==> src/rtl/k2_program_loader.sv <==
// Instruction-memory writer for the K2 core: loads a framed byte stream and holds the core in reset until done.
// Optional K2_LOADER_CSUM_EN adds a trailing checksum byte that must match the data sum before the core runs.
module k2_program_loader #(
    parameter int Bits     = 8,
    parameter int AddrBits = 4
) (
    input  logic                clk,
    input  logic                rst_n,
    input  logic                start,
    input  logic                in_valid,
    input  logic [Bits-1:0]     in_data,
    output logic                in_ready,
    input  logic [AddrBits-1:0] pc,
    output logic [Bits-1:0]     instr,
    output logic                core_rst_n,
    output logic                busy,
    output logic                done,
    output logic                err,
    output logic [AddrBits:0]   loaded_len
);

    localparam int unsigned         DEPTH   = 1 << AddrBits;
    localparam logic [Bits:0]       MAX_LEN = (Bits+1)'(DEPTH);
    localparam logic [AddrBits:0]   CNT_ONE = (AddrBits+1)'(1);

    typedef enum logic [2:0] {
        S_IDLE  = 3'd0,
        S_LEN   = 3'd1,
        S_DATA  = 3'd2,
        S_CSUM  = 3'd3,
        S_RUN   = 3'd4,
        S_ERROR = 3'd5
    } state_t;

    state_t              state_q, state_d;
    logic [Bits-1:0]     mem_q [DEPTH];
    logic [AddrBits:0]   len_q, len_d;
    logic [AddrBits:0]   cnt_q, cnt_d;
    logic                busy_q, busy_d;
    logic                done_q, done_d;
    logic                err_q, err_d;
    logic                core_rst_n_q, core_rst_n_d;
    logic                mem_we;
    logic                accept;
    logic                len_ok;
    logic [AddrBits:0]   cnt_next;
`ifdef K2_LOADER_CSUM_EN
    logic [Bits-1:0]     sum_q, sum_d;
`endif

    // Only the three load states accept bytes, and busy_q is exactly that decode.
    assign accept   = in_valid && busy_q;
    assign len_ok   = (in_data != '0) && ({1'b0, in_data} <= MAX_LEN);
    assign cnt_next = cnt_q + CNT_ONE;

    always_comb begin
        state_d = state_q;
        len_d   = len_q;
        cnt_d   = cnt_q;
        mem_we  = 1'b0;
`ifdef K2_LOADER_CSUM_EN
        sum_d   = sum_q;
`endif
        case (state_q)
            S_IDLE: begin
                if (start) state_d = S_LEN;
            end
            S_LEN: begin
                if (accept) begin
                    if (len_ok) begin
                        len_d   = in_data[AddrBits:0];
                        cnt_d   = '0;
`ifdef K2_LOADER_CSUM_EN
                        sum_d   = '0;
`endif
                        state_d = S_DATA;
                    end else begin
                        state_d = S_ERROR;
                    end
                end
            end
            S_DATA: begin
                if (accept) begin
                    mem_we = 1'b1;
                    cnt_d  = cnt_next;
`ifdef K2_LOADER_CSUM_EN
                    sum_d  = sum_q + in_data;
                    if (cnt_next == len_q) state_d = S_CSUM;
`else
                    if (cnt_next == len_q) state_d = S_RUN;
`endif
                end
            end
`ifdef K2_LOADER_CSUM_EN
            S_CSUM: begin
                if (accept) state_d = (in_data == sum_q) ? S_RUN : S_ERROR;
            end
`endif
            S_RUN, S_ERROR: begin
                if (start) state_d = S_LEN;
            end
            default: state_d = S_IDLE;
        endcase

        // Status flags are decoded from the next state so they change on the same edge as the FSM.
        busy_d       = (state_d == S_LEN) || (state_d == S_DATA) || (state_d == S_CSUM);
        done_d       = (state_d == S_RUN);
        err_d        = (state_d == S_ERROR);
        core_rst_n_d = (state_d == S_RUN);
    end

    always_ff @(posedge clk or negedge rst_n) begin
        if (!rst_n) begin
            state_q      <= S_IDLE;
            len_q        <= '0;
            cnt_q        <= '0;
            busy_q       <= 1'b0;
            done_q       <= 1'b0;
            err_q        <= 1'b0;
            core_rst_n_q <= 1'b0;
`ifdef K2_LOADER_CSUM_EN
            sum_q        <= '0;
`endif
        end else begin
            state_q      <= state_d;
            len_q        <= len_d;
            cnt_q        <= cnt_d;
            busy_q       <= busy_d;
            done_q       <= done_d;
            err_q        <= err_d;
            core_rst_n_q <= core_rst_n_d;
`ifdef K2_LOADER_CSUM_EN
            sum_q        <= sum_d;
`endif
        end
    end

    always_ff @(posedge clk or negedge rst_n) begin
        if (!rst_n) begin
            for (int i = 0; i < DEPTH; i++) mem_q[i] <= '0;
        end else if (mem_we) begin
            mem_q[cnt_q[AddrBits-1:0]] <= in_data;
        end
    end

    assign in_ready   = busy_q;
    assign busy       = busy_q;
    assign done       = done_q;
    assign err        = err_q;
    assign core_rst_n = core_rst_n_q;
    assign loaded_len = len_q;
    assign instr      = mem_q[pc];

endmodule

==> config.mk <==
export PLATFORM = sky130hd
export DESIGN_NAME = k2_program_loader
export DESIGN_NICKNAME = d
export VERILOG_FILES = /design/src/rtl/k2_program_loader.sv
export SDC_FILE = /design/constraint.sdc
export NUM_CORES = 1
export LEC_CHECK = 0
export CAP_MARGIN = 40
export CORE_MARGIN = 1
export CORE_UTILIZATION = 54
export DETAILED_ROUTE_END_ITERATION = 10
export GPL_TIMING_DRIVEN = 0
export PLACE_DENSITY = 0.87
export REMOVE_ABC_BUFFERS = 1
export SLEW_MARGIN = 20
export SYNTH_ARGS = -nofsm -noshare
export SYNTH_HDL_FRONTEND = slang
export SYNTH_SLANG_ARGS = --single-unit
==> constraint.sdc <==
create_clock -name clk -period 3.1 [get_ports clk]
set_clock_uncertainty 0.2 [all_clocks]
set_input_delay 0.775 -clock clk [delete_from_list [all_inputs] [get_ports clk]]
set_output_delay 0.775 -clock clk [all_outputs]
set_load 0.01 [all_outputs]
Yosys cells after proc, flatten, opt, wreduce, memory -nomap -nowiden
Index checks and enable logic that the tools add are counted.
{"block": "classes", "n_eq_ne": 13, "reduce_logical": 11, "bitwise": 2, "add_sub_neg": 1, "n_lt_le_gt_ge": 4, "n_mux": 18}
{"operator": "bitwise mux 128 bit", "n": 1}
{"operator": "binary-select mux 8 bit (select 4 bit)", "n": 1}
{"operator": "demux 8 bit (select 4 bit)", "n": 1}
{"operator": "two-way mux 8 bit", "n": 3}
{"operator": "two-way mux 3 bit", "n": 5}
{"operator": "two-way mux 5 bit", "n": 3}
{"operator": "equality test 3 bit, second input constant", "n": 4}
{"operator": ">= comparator 5 bit, second input constant", "n": 2}
{"operator": "inverter 4 -> 5 bit", "n": 2}
{"operator": "case mux 5 bit (2 select lines)", "n": 1}
{"operator": "equality test 3 x 2 -> 1 bit, second input constant", "n": 3}
{"operator": "case mux 3 bit (3 select lines)", "n": 1}
{"operator": "<= comparator 8 x 5 -> 1 bit, second input constant", "n": 1}
{"operator": "nonzero test 8 bit", "n": 1}
{"operator": "equality test 3 x 1 -> 1 bit, second input constant", "n": 2}
{"operator": "!= test 2 bit, second input constant", "n": 3}
{"operator": "adder 5 x 1 -> 5 bit, second input constant", "n": 1}
{"operator": "equality test 5 bit", "n": 1}
{"operator": "less-than comparator 5 x 1 -> 1 bit, second input constant", "n": 1}
{"operator": "AND reduction 4 bit", "n": 1}
{"operator": "logical AND 1 bit", "n": 3}
{"operator": "zero test 3 bit", "n": 1}
{"operator": "AND reduction 3 bit", "n": 1}
{"operator": "OR reduction 3 bit", "n": 1}
{"operator": "other kinds (3)", "n": 5}
{"block": "totals", "out_inout_bits": 18, "regBits": 144, "word_cells": 71, "inputBits": 16}

Logic depth before layout (Yosys ltp)
Gate-level depths: netlist of run 1.
{"block": "depth", "depth_word": 8, "ltp_mapped": 7, "mapped_depth_nobuf": 7}

Worst setup path before layout of run 1
OpenSTA, ideal clock, no wires.
{"block": "synth_path", "kind": "input port to output port", "startpoint": "input port pc[0]", "endpoint": "output port instr[0]", "n_path_buf": 2, "setup_slack_ns": -0.192, "arrival_time_ns": 2.317, "stages": 4, "path_cell_list": "clkbuf_1 > buf_2 > mux4_2 > mux4_2"}
{"block": "synth_via", "elab_chain_len": 4}
{"item": "start, declared", "line": "13", "rtl": "input logic [AddrBits-1:0] pc,"}
{"item": "inverter 4 -> 5 bit (not written as such)", "line": "152", "rtl": "assign instr = mem_q[pc];"}
{"item": "binary-select mux 8 bit (select 4 bit)", "line": "152"}
{"item": "two-way mux 8 bit (not written as such) (2 in a row)", "line": "152"}
{"item": "end, declared", "line": "14", "rtl": "output logic [Bits-1:0] instr,"}
Every way passes these cells. The select of a mux whose other input is x is not followed.

Final worst setup path of run 1
{"block": "layout_path", "startpoint": "input port pc[0]", "endpoint": "output port instr[6]"}
Same word-level chain as after synthesis.

==> flow_summary.yaml, run 1 <==
run_status:
  status: "finished with violations"
  violations: "negative setup slack"
global_route:
  grt_pass1_vias: 4338
  antenna_found_initial: 0
  overflow: 0
  grt_usage_pct: 26.3
  grt_max_degree: 99
  grt_pass1_wl_mm: 24.3
pwr:
  vdd_drop_max_uv: 717
  p_total_mw: 4.66
  leakage_nw: 3.80
  p_per_area_nw_per_um2: 588
floorplan:
  start_util_pct: 55.3
  dieWidth_um: 113
  dieHeight_um: 113
  ios: 34
  core_um2: 12000
  rows: 40
  die-area_um2: 12800
timing:
  fmax_mhz: 318
  hold_viol_final: 0
  min_period_ns: 3.15
  worst_slew_pin_slew_ns: 0.722
  post-route-period-util_pct: 102
  maxSlewHeadroom_pct: 51.9
  fin_ws_ns: -0.0467
  setup_viol: 6
  rsz0062_at_grt: "yes"
  timing.final.max_slew_violations: 0
job:
  drv_cap: 0
route:
  drc: 0
  wl_mm: 15.1
  drt_pre_antenna_iters: 4
  drt-vias-per-instance: 6.28
  vias: 3898
  drtIter0Drc: 264
  wl_per_cell_um: 24.3
  detail-route-antenna-nets: 0
yosys:
  seq_area_frac_synth_pct: 54.2
  synth-edff-count: 0
  ys_ff_latch: 144
  synth_ff_type: "dfrtp_1"
  postSynthCellCount: 427
  yosysTopAreaCellShare_pct: 54.2
  syn_area_um2: 6650
  netlist_top_cells_count: "dfrtp_1, mux2_2, mux4_2, clkbuf_1, nand2_1"
  synth.distinct_cells: 42
  synthTopCellsByArea: "dfrtp_1, mux2_2, mux4_2"
  syn_area_per_cell_um2: 15.6
  synth_top_cell_by_area: "dfrtp_1"
  async_reset_ff_share_pct: 100
  yosys.cell_count.top_type: "dfrtp_1"
  ys_warn_count: 0
layout:
  fin_area_um2: 7930
  area_growth_pct: 19.2
  drive_gt1_share_pct: 48.9
  antennaDiodeCount: 0
  fillers: 816
  final_cells: 621
  layout.nets: 481
hold_path:
  min_path_type: "in -> async"
cts:
  clockRootBuffer: "clkbuf_16"
  clk_latency_ns: 0.41
  clk_pin_slew_ns: 0.06
  cts_sinks: 144
  cts_buffer_depth: 2
  h-tree-depth: 4
  cts_buffers: 17
  cts_tree: "built"
worst_setup_path:
  crit_type: "in -> out"
  startpoint_type: "input pin"
  crit_fanout: 5
  crit_chain: "buf_16 -> buf_12 -> mux4_2 -> mux4_2 -> buf_6"
  end_kind: "output port"
  crit_slowest_cell: "mux4_2"
  critPathMostFrequentCell: "mux4_2"
  critical_path_required_ns: 2.12
  slowest_delay_ns: 0.54
  cp.arrival_ns: 2.17
placed_design:
  dpl.hpwl_mm: 9.12
  gp_congestion: 0.789
  dp.cells: 581
  port-buffer-count: 33
  placed_area_um2: 7090
sequential cells by signal, summed over array words and instances, names as in the netlist:
register	cells
busy	1
cnt_q	5
core_rst_n	1
err	1
loaded_len	5
mem_q	128
state_q	3
where the power goes:
| part | internal (mW) | switching (mW) |
|---|---|---|
| Combinational | 0.246 | 0.248 |
| Sequential | 1.94 | 0.0667 |
| Clock | 1.40 | 0.750 |
cells in the final DEF (no fill, tap or decap), types with 3 or more instances in the layout:
master,instances
dfrtp_1,144
mux2_2,128
mux4_2,40
clkbuf_16,17
clkdlybuf4s50_1,16
nand2_1,14
buf_6,8
nor2_1,7
buf_16,6
mux2_1,5
clkinv_2,5
a21oi_1,4
nand2_2,4
ha_1,4
bufinv_16,4
inv_1,3
nor2b_1,3
o21a_1,3
xnor2_1,3
nand3_1,3
clkbuf_8,3
dlygate4sd2_1,3
buf_12,3
path summary, 6_finish.rpt:
| kind | cells past startpoint | from | slack (ns) | endpoint |
|---|---|---|---|---|
| worst max-delay path | 5 | pc[0] | -0.05 | instr[6] |
| worst min-delay path | 1 | rst_n | 0.06 | loaded_len[2] |
| worst max register to register | 4 | cnt_q[2] | 0.55 | mem_q[126] |
| worst min register to register | 1 | mem_q[61] | 0.29 | mem_q[61] |
| max in group asynchronous | 2 | rst_n | 1.84 | mem_q[4] |
| min in group clk | 1 | mem_q[61] | 0.29 | mem_q[61] |
worst max-delay path: cells and delay by family:
family / cells / cell delay (ns)
muxes: 2 / 1.04
buffers and inverters: 3 / 0.35
timing repair:
| item | 4_1_cts | 5_1_grt |
|---|---|---|
| buffers inserted | 5 | 0 |
| resized for setup | 58 | 4 |
| setup endpoints to repair | 16 | 15 |
| hold endpoints to repair | 0 | 0 |
| hold buffers | 0 | 0 |
| gates cloned | 3 | 0 |
cells by family (layout without fill, tap and decap cells):
logic type                 after synthesis  after routing  synth area share [%]
AOI/OAI and AO/OA                       17             17                  1.68
xor gates and xnor gates                 5              5                 0.659
adders and majority gates                4              4                 0.753
buffers and inverters                   31             78                  1.98
DFF                                    144            144                  54.2
muxes                                  174            174                  36.2
and+or+nand+nor                         52             52                  4.50
layer usage:
layer  routed length (um)  GRT usage, %  share of wire (%)
met4                  269          9.56                1.8
met5                    0             0                  0
met3                  714          6.32                4.7
met1                 6240          32.8                 41
met2                 7900          45.2                 52
metrics by stage:
stage               utilization [%]  hold WS, ns  TNS [ns]  setup WS [ns]
floorplan                         -        0.259         0          0.386
global placement               58.6        0.268   -629.28          -4.19
detailed placement             59.1        0.281    -16.85         -0.902
CTS                            65.9       0.0643   -0.0560        -0.0154
global route                   66.0       0.0795    -0.232        -0.0636
finish                         66.0       0.0635    -0.141        -0.0467
cell type report:
cell class                      instances  area, um^2  area share, %
Sequential cell                       144        3600           45.5
Multi-Input combinational cell        252        2920           36.9
Timing Repair Buffer                   43         573           7.23
Clock buffer                           21         470           5.94
Tap cell                              147         184           2.32
Clock inverter                         11         160           2.02
Inverter                                3        11.3          0.142
Note: power is estimated with default switching activity, not from simulation.
==> run 2: changes to the inputs <==
--- a/config.mk
+++ b/config.mk
@@ -7,11 +7,11 @@
 export LEC_CHECK = 0
 export CAP_MARGIN = 40
 export CORE_MARGIN = 1
-export CORE_UTILIZATION = 54
+export CORE_UTILIZATION = 60
 export DETAILED_ROUTE_END_ITERATION = 10
 export GPL_TIMING_DRIVEN = 0
-export PLACE_DENSITY = 0.87
-export REMOVE_ABC_BUFFERS = 1
+export PLACE_DENSITY = 0.91
+export RECOVER_POWER = 25
 export SLEW_MARGIN = 20
 export SYNTH_ARGS = -nofsm -noshare
 export SYNTH_HDL_FRONTEND = slang
==> constraint.sdc (replaced) <==
create_clock -name clk -period 3.25 [get_ports clk]
set_clock_uncertainty 0.2 [all_clocks]
set_input_delay 0.8125 -clock clk [delete_from_list [all_inputs] [get_ports clk]]
set_output_delay 0.8125 -clock clk [all_outputs]
set_load 0.01 [all_outputs]
==> run 2 against run 1 <==
  * The run still ends with negative setup slack left
  * Die area fell by 9.8%
  * Design area is 0.96% higher
  * Critical path depth grew 1
  * First-iteration DRC count decreased by 6.1%
  * Sequential cell count is the same
  * Largest cell class unchanged
  * Clock power fell by 8%
  * Global-route usage is 3.3 points higher
  * Total power fell by 6.0%
  * Sequential power shrank 4%
  * Combinational power about the same
==> flow_summary.yaml, run 2 (synthesis results as in run 1) <==
cts:
  clk_latency_ns: 0.52
  clk_pin_slew_ns: 0.06
  h-tree-depth: 4
  clockRootBuffer: "clkbuf_8"
  cts_buffers: 17
  cts_sinks: 144
  cts_buffer_depth: 2
  cts_tree: "built"
timing:
  setup_viol: 8
  timing.final.max_slew_violations: 0
  hold_viol_final: 0
  rsz0062_at_grt: "yes"
  min_period_ns: 3.42
  fmax_mhz: 293
  worst_slew_pin_slew_ns: 1.24
  hold_ws_ns: 0.304
  maxSlewHeadroom_pct: 17.7
  post-route-period-util_pct: 105
  fin_ws_ns: -0.167
floorplan:
  dieWidth_um: 107
  ios: 34
  dieHeight_um: 107
  rows: 38
  core_um2: 10800
  die-area_um2: 11500
  start_util_pct: 61.3
pwr:
  vdd_drop_max_uv: 448
  leakage_nw: 3.84
  p_per_area_nw_per_um2: 547
  p_total_mw: 4.38
worst_setup_path:
  crit_chain: "clkbuf_16 -> buf_12 -> buf_6 -> mux4_2 -> mux4_2 -> buf_6"
  crit_type: "in -> out"
  reg2regPathDepth: 7
  crit_slowest_cell: "mux4_2"
  cp.arrival_ns: 2.40
  critPathBufInv: 4
  slowest_delay_ns: 0.54
  end_kind: "output port"
  cp_num_cells: 6
  critical_path_required_ns: 2.24
  crit_fanout: 7
  startpoint_type: "input pin"
  crit_family: "multiplexers"
route:
  drt_pre_antenna_iters: 5
  wl_per_cell_um: 24.4
  detail-route-antenna-nets: 0
  vias: 4110
  drt-vias-per-instance: 6.36
  drc: 0
  drtIter0Drc: 248
  wl_mm: 15.8
global_route:
  grt_pass1_wl_mm: 24.3
  antenna_found_initial: 0
  grt_pass1_vias: 4401
  grt_usage_pct: 29.6
  grt_max_degree: 97
  overflow: 0
placed_design:
  gp_congestion: 0.847
  port-buffer-count: 26
  dpl.hpwl_mm: 9.81
  pre_cts_ws_ns: -1.26
layout:
  top_register: "mem_q"
  layout_common_cells: "dfrtp_1, mux2_2, mux4_2, clkbuf_16"
  fillers: 637
  drive_gt1_share_pct: 49.2
  multi_input_area_um2: 2910
  ff_latch_area_um2: 3600
  utilization_pct: 73.8
  largest_reg_flops: 128
  layout.nets: 513
  antennaDiodeCount: 0
  layout_commonest_cell: "dfrtp_1"
  area_growth_pct: 20.4
job:
  drv_cap: 0
run_status:
  status: "finished with violations"
  violations: "negative setup slack"
yosys:
  synth_nets: 447
hold_path:
  min_path_type: "reg -> reg"
  min_path_cells: 1
-- run 2: power breakdown --
| part | internal (mW) | switching (mW) | total [mW] |
|---|---|---|---|
| registers | 1.85 | 0.0632 | 1.92 |
| clock network | 1.19 | 0.774 | 1.97 |
| logic | 0.248 | 0.244 | 0.492 |
-- run 2: worst paths after layout --
path,from,end,slack (ns)
min in group asynchronous,rst_n,mem_q[103],0.89
max in group asynchronous,rst_n,mem_q[11],0.52
hold reg to reg,mem_q[73],mem_q[73],0.30
setup / recovery,pc[0],instr[7],-0.17
hold / removal,mem_q[73],mem_q[73],0.30
setup reg to reg,cnt_q[0],core_rst_n,0.53
-- run 2: what timing repair did --
item / in CTS / in global routing
setup buffers: 9 / 8
cloned: 1 / 0
hold buffers: 1 / 0
endpoints found under the setup margin: 8 / 8
gates resized for setup: 65 / 0
endpoints found under the hold margin: 13 / 0
-- run 2: worst reg2reg max path, cell delays in order (launching register included) --
cell	delay (ns)
dfrtp_1	0.47
ha_1	0.18
clkbuf_1	0.36
nor2b_1	0.13
o21a_1	0.19
o311ai_0	0.55
o21ai_0	0.29
and3_1	0.24
-- run 2: stage by stage --
step,area (um^2),setup TNS [ns],cells
2_1_floorplan,6670,0,427
3_3_place_gp,7100,-599.56,593
3_5_place_dp,7140,-9.91,594
4_1_cts,7960,-0.608,637
5_1_grt,8000,-1.21,646
6_report,8000,-1.07,646
-- run 2: routing by layer --
metal / GRT usage [%] / part of all wire, % / wire (um)
met5: 0 / 0 / 0
met4: 10.6 / 3.0 / 468
met3: 7.69 / 5.4 / 857
met2: 49.7 / 51 / 8120
met1: 37.4 / 40 / 6340
-- run 2: area by class of cell --
cell class	count	area share (%)
sequential	144	45.0
tap	140	2.19
clock inverter	12	2.00
inverter	3	0.141
multi-input combinational	252	36.4
timing repair buffer	47	5.80
clock buffer	20	5.44
buffer	28	2.99
==> run 3: changes to the inputs <==
--- a/config.mk
+++ b/config.mk
@@ -7,10 +7,11 @@
 export LEC_CHECK = 0
 export CAP_MARGIN = 40
 export CORE_MARGIN = 1
-export CORE_UTILIZATION = 60
+export CORE_UTILIZATION = 62
+export CTS_BUF_LIST = sky130_fd_sc_hd__clkbuf_8
 export DETAILED_ROUTE_END_ITERATION = 10
 export GPL_TIMING_DRIVEN = 0
-export PLACE_DENSITY = 0.91
+export PLACE_DENSITY = 0.93
 export RECOVER_POWER = 25
 export SLEW_MARGIN = 20
 export SYNTH_ARGS = -nofsm -noshare
==> run 3 against run 2 <==
  * The flow finishes with violations (max-capacitance violations, max-slew violations, negative setup slack)
  * Clock power is 19% lower
  * Worst hold slack gained 0.0014 ns
  * Global-route usage rose by 3.1 points
  * Highest routed layer unchanged
  * Core utilization up 1.5 points
  * Count of clock-buffer cells in the layout is 1 lower
  * Die area is 3.2% lower
  * Total power shrank 8.8%
  * Non-clock buffer count fell by 11
  * Maximum frequency up 1.1%
==> flow_summary.yaml, run 3 (synthesis results as in run 1) <==
layout:
  area_growth_pct: 17.4
  layout.nets: 502
  drive_gt1_share_pct: 48.5
  antennaDiodeCount: 0
  layout_commonest_cell: "dfrtp_1"
  top_register: "mem_q"
  final_cells: 631
  layout_common_cells: "dfrtp_1, mux2_2, mux4_2, clkbuf_8, clkdlybuf4s50_1"
  largest_reg_flops: 128
timing:
  timing.final.max_slew_violations: 72
  post-route-period-util_pct: 104
  min_period_ns: 3.38
  rsz0062_at_grt: "yes"
  setup_viol: 8
  maxSlewHeadroom_pct: -19.0
  fmax_mhz: 296
  fin_ws_ns: -0.130
  hold_viol_final: 0
  worst_slew_pin_slew_ns: 1.79
worst_setup_path:
  cp.arrival_ns: 2.37
  worstReg2RegEnd: "core_rst_n"
  reg2regPathDepth: 7
  crit_type: "in -> out"
  crit_fanout: 6
  critical_path_required_ns: 2.24
  timing.rr.start: "cnt_q[0]"
  startpoint_type: "input pin"
  regToRegSetupSlack_ns: 0.58
  end_kind: "output port"
pwr:
  p_clk_share_pct: 39.8
  p_int_mw: 2.97
  pwr-share-comb_pct: 12.2
  vdd_drop_max_uv: 359
  p_sw_share_pct: 25.6
  p_sw_mw: 1.02
  p_total_mw: 3.99
  power_frac_seq_pct: 47.9
  leakage_nw: 3.74
  p_per_area_nw_per_um2: 512
route:
  drt-vias-per-instance: 6.49
  wl_per_cell_um: 25.7
  drt_pre_antenna_iters: 4
  drtIter0Drc: 274
  detail-route-antenna-nets: 0
  vias: 4097
  drc: 0
  wl_mm: 16.2
hold_path:
  min_path_cells: 1
  min_path_type: "reg -> reg"
  worstHoldStart: "mem_q[116]"
  hold_end: "mem_q[116]"
global_route:
  grt_max_degree: 74
  grt_usage_pct: 32.7
  grt_pass1_vias: 4565
  overflow: 0
  grt_pass1_wl_mm: 26.1
  antenna_found_initial: 0
placed_design:
  pre_cts_ws_ns: -1.22
  gp_congestion: 0.790
  dp.cells: 590
  dpl.hpwl_mm: 10.1
  port-buffer-count: 26
yosys:
  synth_nets: 447
floorplan:
  rows: 37
  start_util_pct: 64.1
  core_um2: 10400
  dieHeight_um: 106
  die-area_um2: 11100
  dieWidth_um: 106
  ios: 34
cts:
  h-tree-depth: 4
  cts_buffers: 17
  clk_pin_slew_ns: 0.08
  cts_tree: "built"
  ctsHoldBuffers: 0
  cts_sinks: 144
  clockRootBuffer: "clkbuf_8"
  clk_latency_ns: 0.46
  cts_buffer_depth: 2
run_status:
  violations: "max-capacitance violations, max-slew violations, negative setup slack"
  status: "finished with violations"
job:
  drv_cap: 1
[run 3: layout make-up]
cell class	instances	area, um^2
buffer	28	228
tap	136	170
multi-input combinational	252	2910
inverter	3	11.3
sequential	144	3600
clock buffer	19	262
fill	608	2560
timing repair buffer	36	432
clock inverter	13	186
[run 3: how the worst max path moves through the flow]
| stage | end | slack, ns | start | cells after the start |
|---|---|---|---|---|
| CTS | instr[1] | -0.10 | pc[0] | 6 |
| global placement | mem_q[12] | -4.14 | rst_n | 1 |
| global route | instr[6] | -0.14 | pc[0] | 6 |
| detailed placement | instr[7] | -1.22 | pc[1] | 5 |
| finish | instr[6] | -0.13 | pc[0] | 6 |
| floorplan | instr[0] | 0.07 | pc[0] | 4 |
[run 3: metal layers]
layer  track usage, %  part of all wire [%]  up-vias
met5                0                     0        -
met4             18.2                   4.0        0
met3             7.11                   7.4       49
met2             52.4                    51      176
met1             42.0                    38     2167
li1                 -                     -     1705
[run 3: per-stage QoR]
stage	util (%)	setup TNS (ns)	cell area (um^2)	hold WS, ns
final	75.3	-0.730	7800	0.305
after global routing	75.3	-0.902	7800	0.324
after CTS	75.2	-0.687	7800	0.126
after detailed placement	68.8	-9.78	7130	0.280
after global placement	68.4	-605.32	7100	0.268
after floorplan	-	0	6670	0.259
[run 3: what timing repair did]
item                                    in CTS  in global routing
gates resized for setup                     66                  3
buffers inserted                             6                  0
endpoints found under the setup margin       8                  8
hold endpoints to repair                     0                  0
gates cloned                                 3                  0
[run 3: critical path: stages]
cell       delay (ns)
clkbuf_16        0.15
buf_12           0.14
buf_12           0.11
mux4_2           0.49
mux4_2           0.51
buf_6            0.14
[run 3: power by group through the flow]
stage                     Combinational, mW  Sequential [mW]  Clock, mW
final                                 0.489             1.91       1.59
after floorplan                       0.218             1.96          0
after global routing                  0.520             1.92       1.67
after detailed placement              0.454             1.95          0
after CTS                             0.490             1.91       1.58
after global placement                0.428             1.94          0
